## config.mk

```make
export PLATFORM = sky130hd
export DESIGN_NAME = johnson_decoder_flat
export DESIGN_NICKNAME = d
export VERILOG_FILES = /design/src/rtl/johnson_pkg.sv /design/src/rtl/johnson_decoder_if.sv /design/src/rtl/johnson_code_check.sv /design/src/rtl/johnson_decoder.sv /design/src/flat_wrapper.sv
export SDC_FILE = /design/constraint.sdc
export NUM_CORES = 1
export LEC_CHECK = 0
export BUFFER_PORTS_ARGS = -buffer_cell sky130_fd_sc_hd__buf_2
export CORE_MARGIN = 2
export CORE_UTILIZATION = 33
export CTS_CLUSTER_SIZE = 25
export DETAILED_ROUTE_END_ITERATION = 16
export GPL_ROUTABILITY_DRIVEN = 0
export SLEW_MARGIN = 20
export SYNTH_ARGS = -nofsm -noshare
export SYNTH_HDL_FRONTEND = slang
export SYNTH_SLANG_ARGS = --single-unit
```

## constraint.sdc

```tcl
create_clock -name clk -period 15.8 [get_ports clk]
set_input_delay 3.95 -clock clk [delete_from_list [all_inputs] [get_ports clk]]
set_output_delay 3.95 -clock clk [all_outputs]
set_load 0.01 [all_outputs]
```

## src/rtl/johnson_pkg.sv

```systemverilog
// johnson_pkg: lock-state enum, error-count ceiling and Johnson sequence helper shared by decoder and bench
package johnson_pkg;
  typedef enum logic [1:0] {UNLOCKED, ACQUIRE, LOCKED} lock_state_t;
  localparam int JW = 8;
  localparam logic [7:0] ERR_MAX = 8'hff;
  function automatic logic [JW-1:0] next_johnson(input logic [JW-1:0] q);
    return {q[JW-2:0], ~q[JW-1]};
  endfunction
endpackage

```

## src/rtl/johnson_decoder_if.sv

```systemverilog
// johnson_decoder_if: code sample bus and decoded status
//   master drives code_in/code_valid/err_clr and reads the decoded results;
//   slave (the decoder) drives pos, pos_valid, step_up, step_dn, err_illegal, err_skip, locked, err_count
interface johnson_decoder_if #(
  parameter int W = 8,
  parameter int PW = $clog2(2*W)
);
  logic [W-1:0] code_in;
  logic code_valid;
  logic err_clr;
  logic [PW-1:0] pos;
  logic pos_valid;
  logic step_up;
  logic step_dn;
  logic err_illegal;
  logic err_skip;
  logic locked;
  logic [7:0] err_count;
  modport master (
    output code_in, code_valid, err_clr,
    input pos, pos_valid, step_up, step_dn, err_illegal, err_skip, locked, err_count
  );
  modport slave (
    input code_in, code_valid, err_clr,
    output pos, pos_valid, step_up, step_dn, err_illegal, err_skip, locked, err_count
  );
endinterface

```

## src/rtl/johnson_code_check.sv

```systemverilog
// johnson_code_check: combinational legality check and position decode of a Johnson word
//   code  in  W   sampled word
//   legal out 1   word is one of the 2W Johnson states
//   pos   out PW  position 0..2W-1 (meaningful only when legal)
module johnson_code_check #(
  parameter int W = 8,
  localparam int PW = $clog2(2*W)
) (
  input  logic [W-1:0]  code,
  output logic          legal,
  output logic [PW-1:0] pos
);
  logic [W-1:0] t;
  logic [PW:0] ones;
  always_comb begin
    // folding MSB=1 words onto their complement turns both halves into a 2^n-1 test
    t = code[W-1] ? ~code : code;
    ones = '0;
    for (int i = 0; i < W; i++) ones = ones + (PW+1)'(code[i]);
    legal = (t & (t + 1'b1)) == '0;
    pos = code[W-1] ? PW'((PW+1)'(2*W) - ones) : PW'(ones);
  end
endmodule

```

## src/rtl/johnson_decoder.sv

```systemverilog
// johnson_decoder: decodes sampled Johnson words, tracks step direction, lock FSM and error counter
//   clk, rst  clock and synchronous active-high reset
//   bus       johnson_decoder_if slave: code_in/code_valid/err_clr in, decoded status out
module johnson_decoder
  import johnson_pkg::*;
#(
  parameter int W = 8,
  parameter int LOCK_COUNT = 4,
  localparam int PW = $clog2(2*W)
) (
  input logic clk,
  input logic rst,
  johnson_decoder_if.slave bus
);
  lock_state_t state;
  logic [3:0] lock_cnt;
  logic legal;
  logic [PW-1:0] cpos;
  logic [PW:0] d;
  logic is_up, is_dn, is_hold, err_ev;
  johnson_code_check #(.W(W)) u_chk (.code(bus.code_in), .legal(legal), .pos(cpos));
  // bus.pos doubles as the reference position; state==UNLOCKED means no valid reference
  always_comb begin
    d = cpos >= bus.pos ? {1'b0, cpos} - {1'b0, bus.pos}
                        : {1'b0, cpos} + (PW+1)'(2*W) - {1'b0, bus.pos};
    is_hold = d == '0;
    is_up = d == (PW+1)'(1);
    is_dn = d == (PW+1)'(2*W-1);
    err_ev = bus.code_valid && (!legal || (state != UNLOCKED && !is_hold && !is_up && !is_dn));
  end
  always_ff @(posedge clk) begin
    if (rst) begin
      state <= UNLOCKED;
      lock_cnt <= '0;
      bus.pos <= '0;
      bus.pos_valid <= 1'b0;
      bus.step_up <= 1'b0;
      bus.step_dn <= 1'b0;
      bus.err_illegal <= 1'b0;
      bus.err_skip <= 1'b0;
      bus.locked <= 1'b0;
      bus.err_count <= '0;
    end else begin
      bus.pos_valid <= 1'b0;
      bus.step_up <= 1'b0;
      bus.step_dn <= 1'b0;
      bus.err_illegal <= 1'b0;
      bus.err_skip <= 1'b0;
      if (bus.err_clr) bus.err_count <= '0;
      else if (err_ev && bus.err_count != ERR_MAX) bus.err_count <= bus.err_count + 8'd1;
      if (bus.code_valid) begin
        if (!legal) begin
          bus.err_illegal <= 1'b1;
          state <= UNLOCKED;
          bus.locked <= 1'b0;
          lock_cnt <= '0;
        end else begin
          bus.pos_valid <= 1'b1;
          bus.pos <= cpos;
          if (state == UNLOCKED) begin
            state <= ACQUIRE;
            lock_cnt <= '0;
          end else if (is_up || is_dn) begin
            bus.step_up <= is_up;
            bus.step_dn <= is_dn;
            if (state == ACQUIRE) begin
              lock_cnt <= lock_cnt + 4'd1;
              if (lock_cnt == 4'(LOCK_COUNT-1)) begin
                state <= LOCKED;
                bus.locked <= 1'b1;
              end
            end
          end else if (!is_hold) begin
            bus.err_skip <= 1'b1;
            lock_cnt <= '0;
            state <= ACQUIRE;
            bus.locked <= 1'b0;
          end
        end
      end
    end
  end
endmodule

```

## src/flat_wrapper.sv

```systemverilog
// flat-port wrapper written by rule: the top's interface ports become plain ports
module johnson_decoder_flat import johnson_pkg::*;
#(
  parameter int W = 8,
  parameter int LOCK_COUNT = 4,
  localparam int PW = $clog2(2*W)
)
  (clk, rst, bus_code_in, bus_code_valid, bus_err_clr, bus_pos, bus_pos_valid, bus_step_up, bus_step_dn, bus_err_illegal, bus_err_skip, bus_locked, bus_err_count);
  johnson_decoder_if #(.W(W)) bus_i ();
  input logic clk;
  input logic rst;
  input wire logic [$bits(bus_i.code_in)-1:0] bus_code_in;
  input wire logic [$bits(bus_i.code_valid)-1:0] bus_code_valid;
  input wire logic [$bits(bus_i.err_clr)-1:0] bus_err_clr;
  output wire logic [$bits(bus_i.pos)-1:0] bus_pos;
  output wire logic [$bits(bus_i.pos_valid)-1:0] bus_pos_valid;
  output wire logic [$bits(bus_i.step_up)-1:0] bus_step_up;
  output wire logic [$bits(bus_i.step_dn)-1:0] bus_step_dn;
  output wire logic [$bits(bus_i.err_illegal)-1:0] bus_err_illegal;
  output wire logic [$bits(bus_i.err_skip)-1:0] bus_err_skip;
  output wire logic [$bits(bus_i.locked)-1:0] bus_locked;
  output wire logic [$bits(bus_i.err_count)-1:0] bus_err_count;
  assign bus_i.code_in = bus_code_in;
  assign bus_i.code_valid = bus_code_valid;
  assign bus_i.err_clr = bus_err_clr;
  assign bus_pos = bus_i.pos;
  assign bus_pos_valid = bus_i.pos_valid;
  assign bus_step_up = bus_i.step_up;
  assign bus_step_dn = bus_i.step_dn;
  assign bus_err_illegal = bus_i.err_illegal;
  assign bus_err_skip = bus_i.err_skip;
  assign bus_locked = bus_i.locked;
  assign bus_err_count = bus_i.err_count;
  johnson_decoder #(.W(W), .LOCK_COUNT(LOCK_COUNT)) u_core (.clk(clk), .rst(rst), .bus(bus_i));
endmodule
```

==> results.sh, run 1 <==
export IMPL_rr_startpoint="u_core.bus.pos[0]"
export IMPL_total_leakage_power_uw=0.000841
export IMPL_die_y_um=73.9
export IMPL_core_um2=4720
export IMPL_synth_nets=211
export IMPL_synth_area_leaders="dfxtp_1, ha_1, fa_1"
export IMPL_ctsResizeCount=0
export IMPL_cts_tree="built"
export IMPL_cts_sinks=24
export IMPL_place_ws_ns=6.46
export IMPL_cpPeakStageDelay_ns=0.53
export IMPL_diodes=0
export IMPL_globalRouteTotalUtil_pct=13.4
export IMPL_wire_per_inst_um=12.0
export IMPL_fin_nets=241
export IMPL_synth_async_sr_flop_share_pct=0
export IMPL_finalClockSkew_ns=0.00767
export IMPL_worst_pin_slew_ns=0.425
export IMPL_synth_xor_area_share_pct=4.34
export IMPL_reg2regPathDepth=9
export IMPL_finalCritPeriodShare_pct=57.5
export IMPL_synth_edff_count=0
export IMPL_reg2reg_slack_ns=12.80
export IMPL_syn_area_um2=1610
export IMPL_antenna_found_initial=0
export IMPL_clockBufferDepth=2
export IMPL_cp_required_ns=15.97
export IMPL_cp_data_arrival_time_ns=9.25
export IMPL_drtPass1Iterations=4
export IMPL_outcome="complete, no violations"
export IMPL_synth_compound_area_share_pct=17.7
export IMPL_ys_seq_elements=24
export IMPL_antenna_left=0
export IMPL_clk_latency_ns=0.27
export IMPL_tns_ns=0
export IMPL_post_cts_buffers=0
export IMPL_syn_inst=184
export IMPL_setup_viol=0
export IMPL_portBuffers=29
export IMPL_period_needed_ns=9.08
export IMPL_start_util_pct=34.1
export IMPL_synthDistinctLibCells=53
export IMPL_drive_gt1_share_pct=21.1
export IMPL_synth_avg_cell_area_um2=8.77
export IMPL_regArea_um2=480
export IMPL_crit_chain="buf_2 > fa_1 > inv_1 > fa_1 > fa_1 > inv_1 > ha_1 > fa_1 > inv_1 > ha_1 > nand2_1 > o21ai_0 > inv_1 > fa_1 > or2b_1 > or4b_4 > nand2_4 > o311ai_4 > and2_4 > and4b_1 > a2111oi_2"
export IMPL_fillers=500
export IMPL_yosys_warnings=0
export IMPL_final_cells=280
export IMPL_synth_fa_ha_area_share_pct=14.0
export IMPL_slew_violations=0
export IMPL_holdPathEnd="u_core.bus.err_count[7]"
export IMPL_cts_buffers_inserted=3
export IMPL_synth_top_cell_by_area="dfxtp_1"
export IMPL_synth_top_cell_area_share_pct=29.8
export IMPL_synthTopCellsByCount="dfxtp_1, nor2_1, inv_1"
export IMPL_rows=25
export IMPL_grt_overflow=0
export IMPL_multiInputGateArea_um2=1040
export IMPL_crit_path_max_fanout=6
export IMPL_vias=1384
export IMPL_synthMuxAreaShare_pct=3.72
export IMPL_area_growth_pct=16.6
export IMPL_fmax_mhz=110
export IMPL_wl_um=3360
export IMPL_ioPinCount=30
export IMPL_grt_pass1_vias=1244
export IMPL_die_w_um=73.9
export IMPL_peakVddDrop_v=0.0000320
export IMPL_yosysMostFrequentCell="dfxtp_1"
export IMPL_cp_end_kind="flip-flop"
export IMPL_hp_start="u_core.bus.err_count[7]"
export IMPL_cts_root_buf="clkbuf_8"
export IMPL_clk_pin_slew_ns=0.09
export IMPL_drt_initial_drc_count=104
export IMPL_path_class="input pin to flip-flop"
export IMPL_hold_viol=0
export IMPL_hold_class="flip-flop to flip-flop"
export IMPL_htreeDepth=1
export IMPL_rsz0062_at_grt="no"
export IMPL_viasPerCell=4.94
export IMPL_drc=0
export IMPL_power_density_nw_per_um2=104
export IMPL_synth_top_family_by_area="simple AND/OR/NAND/NOR gates"
export IMPL_hold_depth=2
export IMPL_setup_ws_ns=6.72
export IMPL_start_kind="input pin"
export IMPL_synth_flop_cell="dfxtp_1"
export IMPL_drv_cap=0
export IMPL_grt_pass1_wl_um=5810
export IMPL_dp_cells=276
export IMPL_die_area_um2=5460
export IMPL_crit_slowest_cell="fa_1"
export IMPL_seq_area_frac_synth_pct=29.8
export IMPL_cpMostUsedCell="fa_1"
export IMPL_grt_max_degree=20
export IMPL_relSlewSlack_pct=71.6
export IMPL_hpwl_um=2610
export IMPL_yosys_area_share_simple_pct=24.8
export IMPL_postCtsHoldBufs=0
export IMPL_r2r_end="u_core.bus.err_count[6]"
## critical path, delay by kind of cell
kind / cells / cell delay (ns)
AND/OR/NAND/NOR: 6 / 1.32
buffers and inverters: 5 / 0.37
AO/OA/AOI/OAI: 3 / 0.64
adder cells (fa/ha/maj): 7 / 2.96
## routing by layer
layer | wire length, um | global-route usage [%] | share of wire (%)
met1 | 1680 | 19.1 | 50
met2 | 1530 | 20.7 | 45
met3 | 120 | 2.88 | 3.6
met4 | 25 | 3.03 | 0.75
met5 | 0 | 0 | 0
## state kept, by name, indices dropped and copies added (netlist names), 2 cells and up
| signal | cells |
|---|---|
| u_core.bus.err_count | 8 |
| u_core.bus.pos | 4 |
| u_core.lock_cnt | 4 |
| u_core.state | 2 |
## cell type report
class | instances | share of cell area (%)
inverter | 20 | 3.99
multi-input combinational | 136 | 55.4
sequential | 24 | 25.5
timing repair buffer | 29 | 7.72
clock buffer | 4 | 2.93
tap | 67 | 4.46
## layout by cell type, fill, tap and decap left out, types with 2 or more instances in the layout
cell type and instances:
dfxtp_1 24, a21boi_1 2, and4b_1 2, nand3_1 9
a21oi_1 9, nor3_1 7, o21a_1 3, clkbuf_8 4
a41oi_1 2, xnor2_1 4, o21ai_0 5, nand2b_1 2
a31oi_1 2, nand4_1 2, nand2_1 6, a211oi_1 2
ha_1 10, nor2_1 21, or3_1 3, fa_1 5
mux2i_1 6, inv_1 19, xor2_1 4, buf_2 29
and3_1 4
## power by group
group          internal [uW]  leakage (uW)  switching (uW)
clock network           22.3     0.0000288            19.5
logic                   36.8      0.000618            53.5
registers               62.0      0.000194            1.41
total                    121      0.000841            74.4
## through the flow
step                util (%)  hold WS (ns)  cell area (um^2)  total power (uW)
floorplan                  -         0.480              1610               136
global placement        38.6         0.508              1830               154
detailed placement      38.6         0.512              1830               154
CTS                     39.8         0.516              1880               197
global route            39.8         0.554              1880               211
finish                  39.8         0.519              1880               195
## worst max path at each step
stage / startpoint / to / slack (ns) / cells past startpoint
3_3_place_gp: bus_code_in[0] / u_core.bus.err_count[6] / 6.55 / 21
3_5_place_dp: bus_code_in[0] / u_core.bus.err_count[6] / 6.46 / 21
4_1_cts: bus_code_in[0] / u_core.bus.err_count[6] / 6.71 / 21
2_1_floorplan: bus_code_in[0] / u_core.bus.err_count[6] / 6.80 / 20
6_report: bus_code_in[0] / u_core.bus.err_count[6] / 6.72 / 21
5_1_grt: bus_code_in[0] / u_core.bus.err_count[6] / 6.51 / 21
## logic make-up (layout without fill, tap and decap cells)
family | Yosys count | in the layout
and+or+nand+nor | 69 | 69
adders and majority gates | 15 | 15
AOI/OAI and AO/OA | 38 | 38
DFF | 24 | 24
muxes | 6 | 6
buffers and inverters | 24 | 53
xor gates and xnor gates | 8 | 8
No activity file was read; power rests on OpenSTA's default activity.
==> inputs of run 2 (changes only) <==
Clock period 15.8 ns to 9.39 ns, I/O delays scaled along.
==> results.sh, run 2 (synthesis results as in run 1) <==
export IMPL_outcome="complete, no violations"
export IMPL_power_density_nw_per_um2=174
export IMPL_cp_end_kind="flip-flop"
export IMPL_hold_class="flip-flop to flip-flop"
export IMPL_rsz0062_at_grt="no"
export IMPL_regArea_um2=480
export IMPL_finalCritPeriodShare_pct=79.3
export IMPL_rows=25
export IMPL_drive_gt1_share_pct=21.1
export IMPL_finalClockSkew_ns=0.00354
export IMPL_p_seq_share_pct=32.5
export IMPL_post_cts_buffers=0
export IMPL_power_uw=328
export IMPL_pwr_share_comb_pct=46.3
export IMPL_wire_per_inst_um=11.5
export IMPL_total_leakage_power_uw=0.000841
export IMPL_drv_cap=0
export IMPL_drc=0
export IMPL_die_w_um=73.9
export IMPL_setup_viol=0
export IMPL_clk_pin_slew_ns=0.08
export IMPL_multiInputGateArea_um2=1040
export IMPL_reg_largest_list="u_core.bus.err_count x8, u_core.bus.pos x4, u_core.lock_cnt x4"
export IMPL_tns_ns=0
export IMPL_path_class="input pin to flip-flop"
export IMPL_antenna_left=0
export IMPL_start_util_pct=34.1
export IMPL_portBuffers=29
export IMPL_p_int_uw=204
export IMPL_cts_buffers_inserted=3
export IMPL_drtPass1Iterations=4
export IMPL_fmax_mhz=134
export IMPL_grt_overflow=0
export IMPL_globalRouteTotalUtil_pct=12.9
export IMPL_fin_nets=241
export IMPL_hold_viol=0
export IMPL_die_y_um=73.9
export IMPL_final_cell_mix="buf_2, dfxtp_1, nor2_1"
export IMPL_htreeDepth=1
export IMPL_antenna_found_initial=0
export IMPL_largest_reg_flops=8
export IMPL_cts_root_buf="clkbuf_8"
export IMPL_grt_pass1_vias=1291
export IMPL_area_growth_pct=16.6
export IMPL_slew_violations=0
export IMPL_vias=1381
export IMPL_clockBufferDepth=2
export IMPL_die_area_um2=5460
export IMPL_worst_pin_slew_ns=0.426
export IMPL_final_common_cell="buf_2"
export IMPL_drt_initial_drc_count=93
export IMPL_core_um2=4720
export IMPL_relSlewSlack_pct=71.5
export IMPL_ctsResizeCount=0
export IMPL_cp_required_ns=9.56
export IMPL_diodes=0
export IMPL_clk_latency_ns=0.27
export IMPL_start_kind="input pin"
export IMPL_sw_frac_of_total_pct=37.9
export IMPL_ioPinCount=30
export IMPL_grt_max_degree=20
export IMPL_peakVddDrop_v=0.0000663
export IMPL_largest_register="u_core.bus.err_count"
export IMPL_cp_data_arrival_time_ns=7.62
export IMPL_cts_tree="built"
export IMPL_postCtsHoldBufs=0
export IMPL_period_needed_ns=7.45
export IMPL_clockPowerShare_pct=21.2
export IMPL_hpwl_um=2540
export IMPL_cts_sinks=24
export IMPL_grt_pass1_wl_um=5610
export IMPL_wl_um=3230
export IMPL_viasPerCell=4.93
export IMPL_crit_path_max_fanout=6
export IMPL_fillers=477
export IMPL_switchingPower_uw=124
run 2: cell counts in the layout (fill, tap and decap cells not counted):
Identical to the previous run, type by type.
run 2: per-layer routing:
layer	global-route usage [%]	up-vias	share of wire, %
met5	0	-	0
met4	2.02	0	0.46
met3	3.57	2	3.2
met2	21.4	24	46
met1	17.0	637	50
li1	-	718	-
run 2: worst paths after layout:
kind,cells after the start,to,startpoint,slack [ns]
max,21,u_core.bus.err_count[6],bus_code_in[0],1.94
min,2,u_core.bus.err_count[7],u_core.bus.err_count[7],0.52
max reg2reg,9,u_core.bus.err_count[6],u_core.bus.pos[0],6.41
min reg2reg,2,u_core.bus.err_count[7],u_core.bus.err_count[7],0.52
run 2: power groups by stage:
stage	combinational, uW	clock [uW]	sequential, uW
2_1_floorplan	120	0	110
6_report	152	69.6	107
4_1_cts	151	71.9	107
5_1_grt	172	76.1	107
3_3_place_gp	150	0	109
3_5_place_dp	149	0	109
run 2: metrics by stage:
| step | cell area, um^2 | hold WS [ns] | std cells | setup WS [ns] | utilization, % |
|---|---|---|---|---|---|
| 2_1_floorplan | 1610 | 0.480 | 184 | 1.99 | - |
| 3_3_place_gp | 1830 | 0.508 | 276 | 1.74 | 38.6 |
| 3_5_place_dp | 1830 | 0.503 | 276 | 1.66 | 38.6 |
| 4_1_cts | 1880 | 0.517 | 280 | 1.93 | 39.8 |
| 5_1_grt | 1880 | 0.551 | 280 | 1.67 | 39.8 |
| 6_report | 1880 | 0.516 | 280 | 1.94 | 39.8 |
run 2: final cells by class:
| class | count | share of cell area (%) |
|---|---|---|
| clock buffers | 4 | 2.93 |
| repair buffers | 29 | 7.72 |
| flip-flops and latches | 24 | 25.5 |
| inverters | 20 | 3.99 |
| multi-input cells | 136 | 55.4 |
| well taps | 67 | 4.46 |
run 2: worst max-delay path, cell delays in order:
cell	delay, ns
buf_2	0.11
fa_1	0.53
inv_1	0.05
fa_1	0.45
fa_1	0.49
inv_1	0.04
ha_1	0.19
fa_1	0.51
inv_1	0.06
ha_1	0.27
nand2_1	0.04
o21ai_0	0.14
inv_1	0.10
fa_1	0.53
or2b_1	0.23
or4b_4	0.51
nand2_4	0.13
o311ai_4	0.15
and2_4	0.21
and4b_1	0.20
a2111oi_2	0.33
